===== config.mk =====
export PLATFORM = sky130hd
export DESIGN_NAME = alu_shift_unit
export DESIGN_NICKNAME = d
export VERILOG_FILES = /design/src/rtl/alu_shift_unit.sv
export SDC_FILE = /design/constraint.sdc
export NUM_CORES = 1
export LEC_CHECK = 0
export ABC_AREA = 0
export BUFFER_PORTS_ARGS = -buffer_cell sky130_fd_sc_hd__buf_4
export CAP_MARGIN = 10
export CORE_ASPECT_RATIO = 0.5
export CORE_MARGIN = 10
export CORE_UTILIZATION = 41
export DETAILED_ROUTE_END_ITERATION = 8
export GPL_TIMING_DRIVEN = 1
export PLACE_DENSITY_LB_ADDON = 0.2
export SETUP_SLACK_MARGIN = 0.15
export SYNTH_ARGS = -nofsm -noshare
export SYNTH_HDL_FRONTEND = slang
export SYNTH_SLANG_ARGS = --single-unit

===== constraint.sdc =====
create_clock -name clk -period 2 [get_ports clk]
set_input_delay 0.1 -clock clk [delete_from_list [all_inputs] [get_ports clk]]
set_output_delay 0.1 -clock clk [all_outputs]
set_load 0.005 [all_outputs]

===== src/rtl/alu_shift_unit.sv =====
// Multi-cycle shifter for the ALU datapath: SLL/SRL/SRA/ROR, one bit per clock,
// with a start/busy/done handshake feeding the ALU result-select mux.
//
// state | meaning
// ------+----------------------------------------------------------------
// IDLE  | waiting for start; result holds its last value
// SHIFT | down-counting cnt, shifting result one bit per edge while cnt!=0
// DONE  | one-cycle done pulse; result final; start here restarts directly
module alu_shift_unit #(
  parameter int WIDTH = 32,
  parameter int SHW   = 5
) (
  input  logic             clk,
  input  logic             rst_n,
  input  logic             start,
  input  logic [1:0]       op,
  input  logic [WIDTH-1:0] a,
  input  logic [SHW-1:0]   shamt,
  output logic             busy,
  output logic             done,
  output logic [WIDTH-1:0] result
);

  typedef enum logic [1:0] {
    IDLE  = 2'b00,
    SHIFT = 2'b01,
    DONE  = 2'b10
  } state_t;

  localparam logic [1:0] OP_SLL = 2'b00;
  localparam logic [1:0] OP_SRL = 2'b01;
  localparam logic [1:0] OP_SRA = 2'b10;
  localparam logic [1:0] OP_ROR = 2'b11;

  state_t           state;
  state_t           state_nxt;
  logic [1:0]       op_r;
  logic [SHW-1:0]   cnt;
  logic             cnt_zero;
  logic             accept;
  logic [WIDTH-1:0] shift_one;

  assign cnt_zero = (cnt == '0);
  // start is only honoured when no operation is in flight
  assign accept   = start && ((state == IDLE) || (state == DONE));

  // state register
  always_ff @(posedge clk or negedge rst_n) begin
    if (!rst_n) begin
      state <= IDLE;
    end else begin
      state <= state_nxt;
    end
  end

  // next-state logic
  always_comb begin
    state_nxt = state;
    case (state)
      IDLE:    if (accept) state_nxt = SHIFT;
      SHIFT:   if (cnt_zero) state_nxt = DONE;
      DONE:    state_nxt = accept ? SHIFT : IDLE;
      default: state_nxt = IDLE;
    endcase
  end

  // outputs decoded straight from the state register so reset clears them at once
  always_comb begin
    busy = 1'b0;
    done = 1'b0;
    case (state)
      SHIFT:   busy = 1'b1;
      DONE:    done = 1'b1;
      default: begin
        busy = 1'b0;
        done = 1'b0;
      end
    endcase
  end

  always_comb begin
    shift_one = result;
    case (op_r)
      OP_SLL:  shift_one = {result[WIDTH-2:0], 1'b0};
      OP_SRL:  shift_one = {1'b0, result[WIDTH-1:1]};
      OP_SRA:  shift_one = {result[WIDTH-1], result[WIDTH-1:1]};
      OP_ROR:  shift_one = {result[0], result[WIDTH-1:1]};
      default: shift_one = result;
    endcase
  end

  // datapath: capture on accept, then one bit per edge until the count expires
  always_ff @(posedge clk or negedge rst_n) begin
    if (!rst_n) begin
      result <= '0;
      op_r   <= OP_SLL;
      cnt    <= '0;
    end else if (accept) begin
      result <= a;
      op_r   <= op;
      cnt    <= shamt;
    end else if ((state == SHIFT) && !cnt_zero) begin
      result <= shift_one;
      cnt    <= cnt - SHW'(1);
    end
  end

endmodule


* Word level (Yosys, flattened, before mapping)
Cells that the tools add are included.
Widths: inputs -> output; s select.
** Operators by class
- Reductions and logical operators :: 10
- Equality and inequality tests :: 8
- Add/sub/neg operators :: 1
- Mux-type cells :: 11
** Operators by type and width (number)
- $pmux 32 s4 :: 1
- $mux 32 :: 2
- $mux 5 :: 2
- $eq 2x2->1 const B :: 3
- $ne 2x2->1 const B :: 3
- $pmux 2 s3 :: 1
- $logic_not 5->1 :: 1
- $sub 5x1->5 const B :: 1
- $eq 2x1->1 const B :: 2
- $logic_not 2->1 :: 2
- $mux 2 :: 2
- $reduce_and 2->1 :: 2
- $mux 1 :: 3
- $logic_and 1x1->1 :: 2
- $reduce_bool 2->1 :: 1
- $logic_not 1->1 :: 1
- $logic_or 1x1->1 :: 1
** Storage, ports and cells
- Flip-flop bits (word level) :: 41
- Logic and storage cells :: 35
- Input port bits :: 42

* Logic depth before layout (Yosys ltp)
Gate-level depths: netlist of the first run.
- Depth in word-level cells :: 5
- Gate-level depth with buffers :: 7
- Gate-level depth less buffers :: 5

* Worst setup path after synthesis of the first run
No wires, ideal clock.
- Kind :: reg2reg
- Start point :: register cnt[0]
- End point :: register cnt[3]
- Arrival :: 1.483 ns
- Stages on the path, launching flop included :: 7
- Data required time :: 1.918 ns
- Setup slack :: 0.435 ns
- Clock period less this slack :: 1.565 ns
- Path buffers :: 1
- Path through :: dfrtp_1 > inv_1 > ha_1 > nor4b_2 > buf_6 > or4_1 > a31oi_1
** On the way
- Cells in the longest elaborated chain, start to end :: 4
** Ends and longest elaborated chain
- start: declaration :: line 38 : logic [SHW-1:0] cnt;
- start signal: assignment :: line 101 : cnt <= shamt;
- start signal: assignment :: line 104 : cnt <= cnt - SHW'(1);
- parallel branches: the longest is 4 deep, another holds $sub 5x1->5
Several ways; the timed one is not identified. The select of a mux whose other input is x is not followed.
A chain may end at the register's enable or synchronous reset.

* Final worst setup path of the first run
- Start point :: register cnt[0]
- End point :: register result[0]
** On the way
- Cells in the longest elaborated chain, start to end :: 4
** Ends and longest elaborated chain
- $logic_not 5->1 :: line 43 : assign cnt_zero = (cnt == '0);
- $logic_not 1->1 :: line 102 : end else if ((state == SHIFT) && !cnt_zero) begin
- $logic_and 1x1->1 :: line 102
- $reduce_bool 2->1 (no source line)
- end signal: assignment :: line 103 : result <= shift_one;
- end: declaration :: line 21 : output logic [WIDTH-1:0] result
Every way passes these cells.

==> results of run 1 <==
sequential cells by signal (all words and copies together), names as in the netlist:
register and count:
result 32, op_r 2, cnt 5, state 2
cell usage in the layout, fill, tap and decap left out, drive strengths merged, types with 2 or more instances in the layout:
| cell | count |
|---|---|
| buf | 88 |
| o21ai | 3 |
| o211ai | 60 |
| clkbuf | 7 |
| nand2b | 3 |
| a31oi | 2 |
| a221o | 2 |
| inv | 5 |
| nor3 | 3 |
| mux2i | 30 |
| nand2 | 39 |
| dfrtp | 41 |
| nor2 | 4 |
| nor2b | 4 |
cell families (layout without fill, tap and decap cells):
| logic type | Yosys count | after routing | share of synthesized area [%] |
|---|---|---|---|
| AO/OA/AOI/OAI | 73 | 73 | 23.9 |
| multiplexers | 30 | 30 | 13.0 |
| AND/OR/NAND/NOR | 60 | 60 | 11.9 |
| adder cells (fa/ha/maj) | 1 | 1 | 0.543 |
| buffers and inverters | 28 | 102 | 6.08 |
| flip-flops | 41 | 41 | 44.5 |
cell usage after synthesis, drive strengths merged:
| library cell | number | area, um^2 |
|---|---|---|
| and2 | 1 | 6.26 |
| or3b | 1 | 8.76 |
| a31oi | 2 | 12.5 |
| inv | 5 | 18.8 |
| nor2b | 4 | 25.0 |
| o311a | 1 | 10.0 |
| nor2 | 4 | 15.0 |
| nand3 | 1 | 5.00 |
| dfrtp | 41 | 1030 |
| nand2 | 39 | 146 |
| o21ai | 3 | 15.0 |
| o211ai | 60 | 450 |
| nor4 | 1 | 6.26 |
| a2111oi | 1 | 8.76 |
| a22o | 1 | 8.76 |
| o31ai | 1 | 7.51 |
| buf | 16 | 95.1 |
| a221o | 2 | 20.0 |
| or3 | 1 | 6.26 |
| a211o | 1 | 8.76 |
| mux2i | 30 | 300 |
| or4 | 1 | 7.51 |
| a311o | 1 | 10.0 |
| ha | 1 | 12.5 |
| nor3 | 3 | 15.0 |
| clkbuf | 7 | 26.3 |
| nor4b | 1 | 15.0 |
| nand2b | 3 | 18.8 |
per-layer routing:
layer	up-vias	wire length (um)
met5	-	0
met2	74	3130
met1	1031	3180
li1	1021	-
met4	0	48
met3	4	520
report_power, final:
part	leakage (nW)	internal, mW	switching (mW)
registers	0.501	1.27	0.488
clock network	0.0799	0.529	0.325
logic	0.827	1.46	1.34
worst register-to-register path: stages, from the launching register on:
cell,delay [ns]
dfrtp_1,0.39
inv_1,0.08
ha_1,0.20
nor4b_4,0.27
buf_4,0.27
nor3_1,0.08
a311o_1,0.32
layout make-up:
| class | instances | area (um^2) | area share [%] |
|---|---|---|---|
| multi-input cells | 164 | 1160 | 37.0 |
| flip-flops and latches | 41 | 1030 | 32.7 |
| repair buffers | 89 | 683 | 21.8 |
| clock buffers | 7 | 153 | 4.86 |
| well taps | 73 | 91.3 | 2.91 |
| inverters | 5 | 18.8 | 0.598 |
| clock inverters | 1 | 5.00 | 0.159 |
timing repair:
item,CTS,global route
hold buffers,1,0
gates cloned,0,0
setup buffers,2,0
endpoints found under the hold margin,41,0
setup endpoints to repair,31,28
gates resized for setup,0,1
pin swaps,0,0
metrics by stage:
stage	worst slack [ns]	utilization (%)	instance area, um^2
6_report	0.263	57.4	3140
5_1_grt	0.151	57.4	3140
4_1_cts	0.196	57.3	3140
3_5_place_dp	0.116	54.0	2950
3_3_place_gp	0.215	54.0	2950
2_1_floorplan	0.435	-	2310
how the worst min path moves through the flow:
stage | from | to | slack (ns) | cells past startpoint
global route | op[0] | op_r[0] | 0.01 | 3
global placement | rst_n | cnt[4] | 0.11 | 1
floorplan | rst_n | cnt[0] | -0.20 | 0
CTS | op[0] | op_r[0] | 0.008 | 3
finish | op[0] | op_r[0] | 0.01 | 3
detailed placement | rst_n | cnt[4] | 0.12 | 1
==> flow_summary.ini, run 1 <==
[place]
port_buffers = 75
place_hpwl_um = 4860
gp_congestion = 0.790
dp_cells = 369

[global_routing]
grt_pass1_wl_um = 11500
use_met2_pct = 23.4
globalRouteTotalUtil_pct = 14.8
gr-total-overflow = 0
grt_use_met3_pct = 4.86
grt_max_degree = 42
antenna_found_initial = 0
busiest_layer = met2
grt_pass1_vias = 2247
grt_use_met1_pct = 18.9

[sta]
setup_viol = 0
period_minus_slack_ns = 1.74
hold_viol = 0
finClkSkew_ns = 0.00501
fmax_mhz = 576
rsz0062_at_grt = false
slew_viol_final = 0
relSlewSlack_pct = 64.0
worst_slew_pin_slew_ns = 0.540
fin_setup_tns_ns = 0
hold_slack_ns = 0.00987
fin_crit_sh_pct = 86.9

[worst_setup_path]
worst_ep_required_time_ns = 2.16
crit_slowest_cell = dfrtp_1
cpPeakStageDelay_ns = 0.39
start_kind = register
cp-startpoint = cnt[0]
r2r_setup_slack_ns = 0.26
critPathCapture = result[0]
path_depth = 6
reg2reg_to = result[0]
cp_data_arrival_time_ns = 1.90
path_cells = inv_1 -> ha_1 -> nor4b_4 -> buf_4 -> nor3_1 -> a311o_1
criticalPathCategory = reg -> reg
cp-end-kind = register
r2r_cells = 6
worst-path-buf-inv = 2
r2r_start = cnt[0]
crit_family = flip-flops
worst-path-max-fanout = 17

[pwr]
p_total_mw = 5.41
ir_drop_v = 0.000591
power_leakage_nw = 1.41
p_per_area_nw_per_um2 = 1720

[clock_network]
cts_max_path_buffers = 2
cts_made_buffers = 5
clockRootBuffer = clkbuf_16
cts_tree = built
clkLatencyLatePin_ns = 0.28
htree_levels = 2
clk_pin_slew_ns = 0.06
cts.sinks = 41

[synthesis]
ys_seq_elements = 41
syn_area_per_cell_um2 = 9.90
yosysSeqAreaShare_pct = 44.5
syn_inst = 233
synthesis.nets = 276
ys_types = 31
synth_area_um2 = 2310
ys_warn_count = 0

[floorplan]
fp.coreArea_um2 = 5470
boundaryPins = 76
die_area_um2 = 9210
rows = 19
fp.dieH_um = 73.0
start_util_pct = 42.2
die_w_um = 126

[run_status]
status = finished clean

[final_layout]
nets = 349
syn_to_final_growth_pct = 36.1
fillers = 489
fin_cells = 380
antenna_cells = 0
layout-drive-gt1-share_pct = 32.6

[detailed_routing]
first_pass_iters = 4
routed_wl_um = 6880
drt_iter0_markers = 166
remaining_drc_errors = 0
num_vias = 2130
via_per_inst = 5.61
routedWlPerCell_um = 18.1
ant_nets = 0

[flow_run]
maxCapViolCount = 0

[min_path]
hp-class = in -> reg
Power figures use the tool's default switching activity.
==> run 2, diff against run 1 <==
Settings changed: CELL_PAD_IN_SITES_DETAIL_PLACEMENT set to 2, CELL_PAD_IN_SITES_GLOBAL_PLACEMENT set to 2, CORE_UTILIZATION 41 to 30.
==> run 2 against run 1 <==
Core utilization fell by 15 points. Maximum frequency fell by 1.9%. Sequential cell count did not move. Non-clock buffer count did not move. Clock-buffer cell count rose by 1. Cell count rose by 6.1%. Routed wire length rose by 20%. Total power rose by 1.4%. Largest cell class unchanged.
==> flow_summary.ini, run 2 (synthesis gave the netlist of run 1 again) <==
[global_routing]
gr-total-overflow = 0
antenna_found_initial = 0
globalRouteTotalUtil_pct = 14.5
grt_pass1_wl_um = 13700
grt_max_degree = 42
grt_pass1_vias = 2502

[detailed_routing]
top_layer = met4
wl_met1_um = 3750
via_per_inst = 5.35
routedWlPerCell_um = 20.4
remaining_drc_errors = 0
num_vias = 2156
ant_nets = 0
met3_length_um = 456
met2_length_um = 3960
routed_wl_um = 8240
first_pass_iters = 4
drt_iter0_markers = 77

[pwr]
seqPwrFrac_pct = 32.5
power_leakage_nw = 1.40
p_switching_mw = 2.27
p_per_area_nw_per_um2 = 1740
ir_drop_v = 0.000502
pwr-share-clk_pct = 14.6
p_int_mw = 3.21
pwr-share-comb_pct = 53.0
p_total_mw = 5.48
swShare_pct = 41.4

[clock_network]
clkLatencyLatePin_ns = 0.29
cts_max_path_buffers = 2
cts_tree = built
cts_made_buffers = 5
clockRootBuffer = clkbuf_16
cts.sinks = 41
htree_levels = 2
clk_pin_slew_ns = 0.06
cts_setup_buffers = 0

[floorplan]
die_w_um = 144
fp.coreArea_um2 = 7400
fp.dieH_um = 82.0
die_area_um2 = 11800
boundaryPins = 76
start_util_pct = 31.1
rows = 22

[sta]
hold_slack_ns = 0.00255
finClkSkew_ns = 0.00211
fmax_mhz = 565
setup_viol = 0
fin_crit_sh_pct = 88.5
relSlewSlack_pct = 62.3
worst_slew_pin_slew_ns = 0.565
hold_viol = 0
rsz0062_at_grt = true
fin_setup_tns_ns = 0
period_minus_slack_ns = 1.77
slew_viol_final = 0

[final_layout]
fin_area_um2 = 3160
nets = 349
top_regs = result: 32 flops, cnt: 5 flops
antenna_cells = 0
fin_cells = 403
largest_reg_flops = 32
layout-drive-gt1-share_pct = 30.9
regMostFlops = result
syn_to_final_growth_pct = 37.0
final_cell_mix = buf_4, o211ai_1, dfrtp_1
final_common_cell = buf_4

[flow_run]
maxCapViolCount = 0

[worst_setup_path]
criticalPathCategory = reg -> reg
r2r_cells = 6
r2r_start = cnt[0]
reg2reg_to = result[0]
worst_ep_required_time_ns = 2.17
r2r_setup_slack_ns = 0.23
cp-end-kind = register
cp_data_arrival_time_ns = 1.94
start_kind = register
worst-path-max-fanout = 18

[min_path]
hp-start = op[0]
hp-class = in -> reg
holdPathStages = 3
min_delay_worst_endpoint = op_r[0]

[run_status]
status = finished clean

[place]
dpl_cell_area_um2 = 2990
port_buffers = 75
dp_cells = 393
place_hpwl_um = 6000
gp_congestion = 0.774
-- run 2: cell type report --
cell class / instances / area, um^2
tap: 96 / 120
clock buffer: 8 / 136
sequential: 41 / 1030
timing repair buffer: 89 / 693
multi-input combinational: 164 / 1160
inverter: 5 / 18.8
fill: 791 / 4250
-- run 2: worst max-delay path, cell delays in order (launching register included) --
cell and delay (ns):
dfrtp_1 0.40, inv_1 0.08, ha_1 0.21, nor4b_4 0.33, buf_6 0.25, nor3_1 0.08, a311o_1 0.31
-- run 2: what timing repair did --
item                                    in CTS  in global routing
endpoints found under the hold margin       42                  0
gates resized for setup                      0                  2
hold buffers                                 2                  0
endpoints found under the setup margin       0                  5
-- run 2: per-layer routing --
layer / global-route usage (%) / vias to the layer above
met2: 24.8 / 46
li1: - / 1023
met1: 17.8 / 1080
met5: 0 / -
met3: 4.26 / 7
met4: 3.74 / 0
-- run 2: how the worst max path moves through the flow --
stage | from | endpoint | cells past startpoint
after floorplan | cnt[0] | cnt[3] | 6
after global placement | cnt[0] | result[0] | 6
after detailed placement | cnt[0] | result[0] | 6
after CTS | cnt[0] | result[0] | 6
after global routing | cnt[0] | result[0] | 6
final | cnt[0] | result[0] | 6
-- run 2: power by group through the flow --
stage | clock network, mW | logic, mW | registers [mW]
2_1_floorplan | 0 | 1.79 | 1.64
3_3_place_gp | 0 | 2.79 | 1.77
3_5_place_dp | 0 | 2.93 | 1.80
4_1_cts | 0.820 | 2.95 | 1.79
5_1_grt | 0.844 | 3.25 | 1.86
6_report | 0.799 | 2.90 | 1.78
-- run 2: through the flow --
stage	utilization (%)	setup WS, ns
finish	42.6	0.230
global route	42.6	0.146
CTS	42.5	0.179
detailed placement	40.4	0.192
global placement	40.4	0.322
floorplan	-	0.435
